`config.mk`:
```
export PLATFORM = sky130hd
export DESIGN_NAME = dff_rst_seq
export DESIGN_NICKNAME = d
export VERILOG_FILES = /design/src/rtl/dff_rst_seq.sv
export SDC_FILE = /design/constraint.sdc
export NUM_CORES = 1
export LEC_CHECK = 0
export ABC_AREA = 0
export CAP_MARGIN = 10
export CORE_ASPECT_RATIO = 0.75
export CORE_MARGIN = 10
export CORE_UTILIZATION = 30
export DETAILED_ROUTE_END_ITERATION = 6
export PLACE_DENSITY_LB_ADDON = 0.2
export SETUP_SLACK_MARGIN = 0.4
export SLEW_MARGIN = 20
export SYNTH_ARGS = -nofsm -noshare
export SYNTH_HDL_FRONTEND = slang
export SYNTH_SLANG_ARGS = --single-unit
export TNS_END_PERCENT = 5
```
`constraint.sdc`:
```
create_clock -name clk -period 3.9 [get_ports clk]
set_clock_uncertainty 0.1 [all_clocks]
set_input_delay 0.975 -clock clk [delete_from_list [all_inputs] [get_ports clk]]
set_output_delay 0.975 -clock clk [all_outputs]
set_load 0.1 [all_outputs]
```
`src/rtl/dff_rst_seq.sv`:
```
// Reset sequencer feeding the dff: it synchronizes the release of the board reset, holds the dff in reset while things stabilize, and runs soft resets.
// Optional macro DFF_RST_SEQ_EXTEND_EN: a soft request during SOFT restarts the SOFT window.
module dff_rst_seq #(
    parameter int SYNC_STAGES = 2,
    parameter int HOLD_CYCLES = 10,
    parameter int SOFT_CYCLES = 4
) (
    input  logic       clk,
    input  logic       rst,
    input  logic       soft_rst_req,
    output logic       dff_rst,
    output logic       ready,
    output logic [1:0] state,
    output logic [7:0] soft_cnt
);

    if (SYNC_STAGES < 2 || HOLD_CYCLES < 1 || HOLD_CYCLES > 255 ||
        SOFT_CYCLES < 1 || SOFT_CYCLES > 255) begin : g_param_check
        $error("dff_rst_seq: parameter out of legal range");
    end

    typedef enum logic [1:0] {
        ST_SYNC = 2'd0,
        ST_HOLD = 2'd1,
        ST_RUN  = 2'd2,
        ST_SOFT = 2'd3
    } state_t;

    localparam logic [7:0] HOLD_LAST = 8'(HOLD_CYCLES - 1);
    localparam logic [7:0] SOFT_LAST = 8'(SOFT_CYCLES - 1);

    state_t                   state_reg;
    logic [SYNC_STAGES-2:0]   sync_reg;
    logic [7:0]               cnt_reg;
    logic [7:0]               soft_cnt_reg;
    logic                     dff_rst_reg;
    logic                     ready_reg;

    // The chain holds the first SYNC_STAGES-1 stages; the SYNC->HOLD state
    // transition acts as the final stage, so HOLD starts on edge SYNC_STAGES.
    genvar gi;
    for (gi = 0; gi < SYNC_STAGES - 1; gi++) begin : g_sync
        if (gi == 0) begin : g_first
            always_ff @(posedge clk or negedge rst) begin
                if (!rst) sync_reg[gi] <= 1'b0;
                else      sync_reg[gi] <= 1'b1;
            end
        end else begin : g_rest
            always_ff @(posedge clk or negedge rst) begin
                if (!rst) sync_reg[gi] <= 1'b0;
                else      sync_reg[gi] <= sync_reg[gi-1];
            end
        end
    end

    always_ff @(posedge clk or negedge rst) begin
        if (!rst) begin
            state_reg    <= ST_SYNC;
            cnt_reg      <= 8'd0;
            soft_cnt_reg <= 8'd0;
            dff_rst_reg  <= 1'b1;
            ready_reg    <= 1'b0;
        end else begin
            case (state_reg)
                ST_SYNC: begin
                    if (sync_reg[SYNC_STAGES-2]) begin
                        state_reg <= ST_HOLD;
                        cnt_reg   <= 8'd0;
                    end
                end
                ST_HOLD: begin
                    if (cnt_reg == HOLD_LAST) begin
                        state_reg   <= ST_RUN;
                        dff_rst_reg <= 1'b0;
                        ready_reg   <= 1'b1;
                    end else begin
                        cnt_reg <= cnt_reg + 8'd1;
                    end
                end
                ST_RUN: begin
                    if (soft_rst_req) begin
                        state_reg   <= ST_SOFT;
                        cnt_reg     <= 8'd0;
                        dff_rst_reg <= 1'b1;
                        ready_reg   <= 1'b0;
                        if (soft_cnt_reg != 8'd255)
                            soft_cnt_reg <= soft_cnt_reg + 8'd1;
                    end
                end
                ST_SOFT: begin
`ifdef DFF_RST_SEQ_EXTEND_EN
                    if (soft_rst_req) begin
                        cnt_reg <= 8'd0;
                    end else if (cnt_reg == SOFT_LAST) begin
                        state_reg   <= ST_RUN;
                        dff_rst_reg <= 1'b0;
                        ready_reg   <= 1'b1;
                    end else begin
                        cnt_reg <= cnt_reg + 8'd1;
                    end
`else
                    if (cnt_reg == SOFT_LAST) begin
                        state_reg   <= ST_RUN;
                        dff_rst_reg <= 1'b0;
                        ready_reg   <= 1'b1;
                    end else begin
                        cnt_reg <= cnt_reg + 8'd1;
                    end
`endif
                end
                default: begin
                    state_reg <= ST_SYNC;
                end
            endcase
        end
    end

    assign dff_rst  = dff_rst_reg;
    assign ready    = ready_reg;
    assign state    = state_reg;
    assign soft_cnt = soft_cnt_reg;

endmodule

```
==> results of run 1 <==
## metal layers
metal / routed length, um / up-vias
met3: 78 / 2
met2: 938 / 18
met5: 0 / -
met4: 28 / 0
met1: 1080 / 364
li1: - / 376
## cells by family after synthesis
| family | Yosys count | synth area share, % |
|---|---|---|
| buf+inv | 3 | 1.11 |
| simple gates | 36 | 19.4 |
| other cells | 1 | 0.371 |
| flops | 21 | 52.1 |
| compound gates | 21 | 15.0 |
| mux | 2 | 2.23 |
| xor+xnor | 7 | 6.06 |
| fa+ha+maj | 3 | 3.71 |
## worst min path at each step
stage	endpoint	slack (ns)	cells past startpoint
2_1_floorplan	cnt_reg[6]	0.38	1
3_3_place_gp	ready	0.37	1
3_5_place_dp	ready	0.39	1
4_1_cts	dff_rst	0.41	2
5_1_grt	dff_rst	0.42	2
6_report	dff_rst	0.41	2
## final cells by class
type                       count  share of cell area, %
sequential                    21                   42.6
clock buffer                   4                   3.64
tap                           40                   4.05
inverter                       3                  0.911
multi-input combinational     70                   38.3
timing repair buffer          14                   10.5
## layout by cell type (no fill, tap or decap), drive strengths merged, types with 2 or more instances in the layout
cell type      netlist  final
clkdlybuf4s50        0     10
dfrtp               20     20
nand3b               2      2
inv                  3      3
nor2                 8      8
clkbuf               0      4
nand2                8      8
buf                  0      4
xor2                 5      5
a21oi                3      3
o31ai                2      2
and3                 3      3
nand3                6      6
o21ai                9      9
nand4                3      3
mux2                 2      2
ha                   3      3
xnor2                2      2
## power groups by stage
stage	logic [mW]	registers (mW)	clock network (mW)
finish	0.473	0.385	0.141
global route	0.512	0.401	0.159
CTS	0.479	0.385	0.146
detailed placement	0.476	0.388	0
global placement	0.472	0.387	0
floorplan	0.185	0.560	0
==> results.tsv, run 1 <==
stage	metric	value	unit
sta	Fin Setup TNS	0	ns
hold_path	Hold Crit Start	dff_rst	
clock_tree	root buffer cell	clkbuf_8	
finish	Multi-input gate area	473	um^2
yosys	number of synthesized flops with an enable pin	0	
power	Leak	0.530	nW
sta	final slew viol count	0	
drt	drt wl/cell	14.0	um
setup_path	Critical Path Fanout Max	5	
yosys	syn_area_per_cell	10.8	um^2
clock_tree	CTS tree	done	
outcome	status	finished, final reports clean	
clock_tree	Hold Buf Count CTS	0	
sta	Final setup viols	0	
global_routing	GRT met3 Usage	1.97	%
drt	Iter 0 DRT Violations	69	
placed_design	Placed Area	1190	um^2
setup_path	CP delay by family, top	buffers and inverters	
sta	Tightest Pin Transition	0.973	ns
setup_path	Crit Path Category	flop to primary output	
setup_path	critical path cell sequence	clkdlybuf4s50_1	
clock_tree	post-CTS setup repair buffer count	0	
setup_path	Stages on worst setup path	1	
global_routing	gr busiest metal	met1	
yosys	synth cell count leaders	dfrtp_1 (20), nand2_1 (8), o21ai_0 (8)	
finish	Final Cell Area	1240	um^2
clock_tree	CTS sink cnt	21	
setup_path	worst path bufs/invs	1	
yosys	Ys Warns	0	
yosys	Post-Syn Area	1010	um^2
clock_tree	CTS resizes	0	
hold_path	worst min path class	flop to flop	
sta	Hold Worst Slack	0.409	ns
yosys	Post-synth ARST share	100	%
yosys	register area share after synthesis	52.1	%
global_routing	M2 GR Usage	10.2	%
setup_path	Critical Path Sink	soft_cnt[4]	
finish	FILL cells	324	
yosys	synthesis-stage register bit count	21	
finish	layout cell share with drive strength beyond 1	12.5	%
die	row cnt	18	
sta	part of the cycle the worst path needs	74.9	%
global_routing	antenna violations before repair	0	
setup_path	Worst Setup SP	soft_cnt[4]	
clock_tree	CTS H-Tree Depth	1	
placed_design	Final GP Congestion	0.749	
setup_path	CP Data Required Time	2.82	ns
power	Max VDD drop	0.571	mV
global_routing	M1 GR Usage	10.7	%
yosys	Synth Instances	94	
finish	final core utilization	37.9	%
setup_path	critical path arrival	1.85	ns
drt	drt pass-1 iters	4	
yosys	Synth top area share	49.5	%
yosys	Yosys top cell by area	dfrtp_1	
placed_design	port bufs	14	
sta	post-layout min period	2.92	ns
setup_path	Critical Path Sink Type	primary output	
die	Die ar.	6120	um^2
die	core area	3270	um^2
finish	Total Nets Final	119	
global_routing	GRT Total Usage	7.52	%
power	Seq pwr share	38.5	%
setup_path	crit start category	flop	
power	Clk pwr share	14.1	%
setup_path	worst reg2reg endpoint	cnt_reg[6]	
placed_design	Placement Setup Slack	1.25	ns
clock_tree	Worst-path clk slew	0.07	ns
sta	RSZ-0062 raised after global routing	false	
finish	ANT cells	0	
yosys	Top FF cell, synth	dfrtp_1	
yosys	count leader, synth	dfrtp_1	
drt	Vias per Instance	5.00	
placed_design	dpl cells	148	
power	Power Total	0.999	mW
power	pwr dens	808	nW/um^2
global_routing	global-route wire length before repair	3.72	mm
drt	antenna-violating nets left	0	
sta	Fin. Hold Viols	0	
placed_design	hpwl dp	1.58	mm
setup_path	Max stage delay on crit path	1.16	ns
global_routing	largest net degree at the start of global routing	22	
sta	Final Worst Setup Slack	0.978	ns
finish	area grow syn2layout	22.3	%
power	net switching power	0.489	mW
die	Chip Width	87.0	um
die	Initial Util	31.0	%
global_routing	Overflow after GRT	0	
yosys	net count after synthesis	100	
yosys	synth top area cells	dfrtp_1 (50%), xor2_1 (4.3%), o21ai_0 (4.0%)	
setup_path	FF-to-FF setup slack	1.90	ns
drt	routed vias	760	
sta	Peak Freq	342	MHz
setup_path	CP max-delay cell	clkdlybuf4s50_1	
setup_path	R2R depth	4	
clock_tree	CTS max path bufs	2	
power	sw frac	48.9	%
finish	Layout Cells excl Fill	152	
global_routing	vias in the first global route	706	
clock_tree	Num CTS Buffers	3	
yosys	post-synth cell types	32	
finish	Register Area	527	um^2
power	Logic pwr share	47.4	%
setup_path	worst r2r src	state[0]	
job	max_cap viols	0	
drt	final routed DRC violation total	0	
die	height of the chip	70.3	um
die	# IOs	15	
drt	Routed Wire Length	2.13	mm
sta	slew margin rel.	35.0	%
power	P_int	0.510	mW
clock_tree	source-to-sink clock delay at the later pin of the worst-skew pair	0.26	ns
No activity file was read; power rests on OpenSTA's default activity.
==> run 2, diff against run 1 <==
- clock period: 3.9 -> 2.8 ns (I/O delays scaled with it)
==> run 2 against run 1 <==
  * Cell count up 1.3%
  * Register-to-register slack worse by 1.1 ns
  * Non-clock buffer count up 2
  * Power up 39%
  * Setup slack worse by 0.18 ns
==> results.tsv, run 2 (same netlist as run 1, synthesis figures left out) <==
stage	metric	value	unit	change
setup_path	Critical Path Fanout Max	6		+1
sta	part of the cycle the worst path needs	71.7	%	
hold_path	hold path depth	1		-1
finish	ANT cells	0		unchanged
hold_path	Hold Crit Start	ready		
job	max_cap viols	0		unchanged
drt	Routed Wire Length	2.13	mm	+0.28%
power	Power Total	1.39	mW	+39%
die	Die ar.	6120	um^2	unchanged
drt	routed vias	755		-0.66%
power	Logic pwr share	47.2	%	-0.2 points
setup_path	crit start category	input port		
die	Chip Width	87.0	um	unchanged
setup_path	Critical Path Sink Type	flop		
finish	layout cell share with drive strength beyond 1	21.9	%	+9.4 points
placed_design	Placement Setup Slack	0.515	ns	-0.732 ns
global_routing	vias in the first global route	760		+7.6%
finish	final core utilization	37.8	%	-0.038 points
finish	Total Nets Final	121		+1.7%
setup_path	CP max-delay cell	clkdlybuf4s50_1		
clock_tree	CTS max path bufs	2		unchanged
die	# IOs	15		unchanged
setup_path	critical path cell sequence	clkdlybuf4s50_1 -> and3b_1 -> nand4_1 -> nor3b_1 -> xor2_1		
sta	final slew viol count	0		unchanged
setup_path	worst r2r src	state[0]		
hold_path	Hold Crit Endpoint	ready		
outcome	status	finished, final reports clean		
clock_tree	Hold Buf Count CTS	0		unchanged
sta	RSZ-0062 raised after global routing	false		
placed_design	port bufs	14		unchanged
drt	drt wl/cell	13.8	um	-1.0%
power	sw frac	49.1	%	+0.18 points
die	core area	3270	um^2	unchanged
drt	final routed DRC violation total	0		unchanged
clock_tree	CTS H-Tree Depth	1		unchanged
die	height of the chip	70.3	um	unchanged
sta	Final setup viols	0		unchanged
clock_tree	root buffer cell	clkbuf_8		
power	Max VDD drop	0.808	mV	+42%
clock_tree	CTS sink cnt	21		unchanged
global_routing	antenna violations before repair	0		unchanged
drt	drt pass-1 iters	4		unchanged
drt	antenna-violating nets left	0		unchanged
power	pwr dens	1130	nW/um^2	+40%
power	net switching power	0.684	mW	+40%
sta	Tightest Pin Transition	0.578	ns	-0.394 ns
setup_path	FF-to-FF setup slack	0.83	ns	-1.07 ns
setup_path	CP Data Required Time	2.89	ns	+0.07 ns
finish	area grow syn2layout	22.2	%	
die	row cnt	18		unchanged
sta	slew margin rel.	61.4	%	+26 points
power	Leak	0.553	nW	+4.4%
drt	Iter 0 DRT Violations	55		-20%
sta	Fin Setup TNS	0	ns	unchanged
finish	most common library cell in the layout ignoring fill and taps	dfrtp_1		
global_routing	Overflow after GRT	0		unchanged
hold_path	worst min path class	flop to flop		
drt	Vias per Instance	4.90		-1.9%
setup_path	worst reg2reg endpoint	cnt_reg[0]		
clock_tree	CTS tree	done		
power	Clk pwr share	14.5	%	+0.4 points
clock_tree	Num CTS Buffers	3		unchanged
sta	Peak Freq	498	MHz	
power	Seq pwr share	38.3	%	-0.2 points
placed_design	Final GP Congestion	0.794		+6.0%
finish	most frequent cells in the layout	dfrtp_1 (20), buf_4 (14), nand2_1 (8), o21ai_0 (8), nor2_1 (7)		
setup_path	Max stage delay on crit path	0.48	ns	-0.68 ns
setup_path	Crit Path Category	input port to flop		
setup_path	R2R depth	4		unchanged
global_routing	largest net degree at the start of global routing	22		unchanged
setup_path	critical path arrival	2.10	ns	+0.25 ns
clock_tree	post-CTS setup repair buffer count	0		unchanged
global_routing	global-route wire length before repair	3.75	mm	+0.73%
die	Initial Util	31.0	%	unchanged
placed_design	hpwl dp	1.54	mm	-2.7%
power	P_int	0.708	mW	+39%
global_routing	GRT Total Usage	7.67	%	+0.15 points
clock_tree	source-to-sink clock delay at the later pin of the worst-skew pair	0.26	ns	about the same
clock_tree	Worst-path clk slew	0.08	ns	about the same
sta	Fin. Hold Viols	0		unchanged
sta	post-layout min period	2.01	ns	
clock_tree	CTS resizes	0		unchanged
sta	Final Worst Setup Slack	0.793	ns	-0.184 ns
[run 2: worst max-delay path by stage]
stage	end	cells after the start	slack (ns)	start
6_report	soft_cnt[7]	5	0.79	soft_rst_req
3_5_place_dp	soft_cnt[7]	5	0.51	soft_rst_req
3_3_place_gp	soft_cnt[6]	5	0.61	soft_rst_req
2_1_floorplan	cnt_reg[0]	4	0.42	state[0]
5_1_grt	cnt_reg[0]	5	0.63	cnt_reg[0]
4_1_cts	soft_cnt[7]	5	0.79	soft_rst_req
[run 2: layout make-up]
| type | count | area (um^2) |
|---|---|---|
| inverter | 3 | 11.3 |
| clock inverter | 1 | 7.51 |
| multi-input combinational | 70 | 473 |
| tap | 40 | 50.0 |
| clock buffer | 3 | 41.3 |
| timing repair buffer | 16 | 125 |
| sequential | 21 | 527 |
| fill | 307 | 2030 |
[run 2: per-stage QoR]
step	cell area [um^2]	hold slack [ns]	std cells
floorplan	1010	0.304	94
global placement	1190	0.377	150
detailed placement	1190	0.381	150
CTS	1230	0.409	154
global route	1230	0.425	154
finish	1230	0.405	154
[run 2: metal layers]
layer,routed length (um),GRT usage [%],vias to the layer above
li1,-,-,381
met1,1090,9.54,361
met2,931,11.4,11
met3,77,2.67,2
met4,36,3.77,0
met5,0,0,-
[run 2: worst max-delay path: cells and delay by family]
family / cells / cell delay [ns]
buf+inv: 1 / 0.48
xor+xnor: 1 / 0.16
simple gates: 3 / 0.76
[run 2: power by group through the flow]
stage	sequential [mW]	clock (mW)	combinational, mW
2_1_floorplan	0.780	0	0.258
3_3_place_gp	0.538	0	0.652
3_5_place_dp	0.537	0	0.658
4_1_cts	0.534	0.211	0.661
5_1_grt	0.556	0.229	0.712
6_report	0.533	0.202	0.657
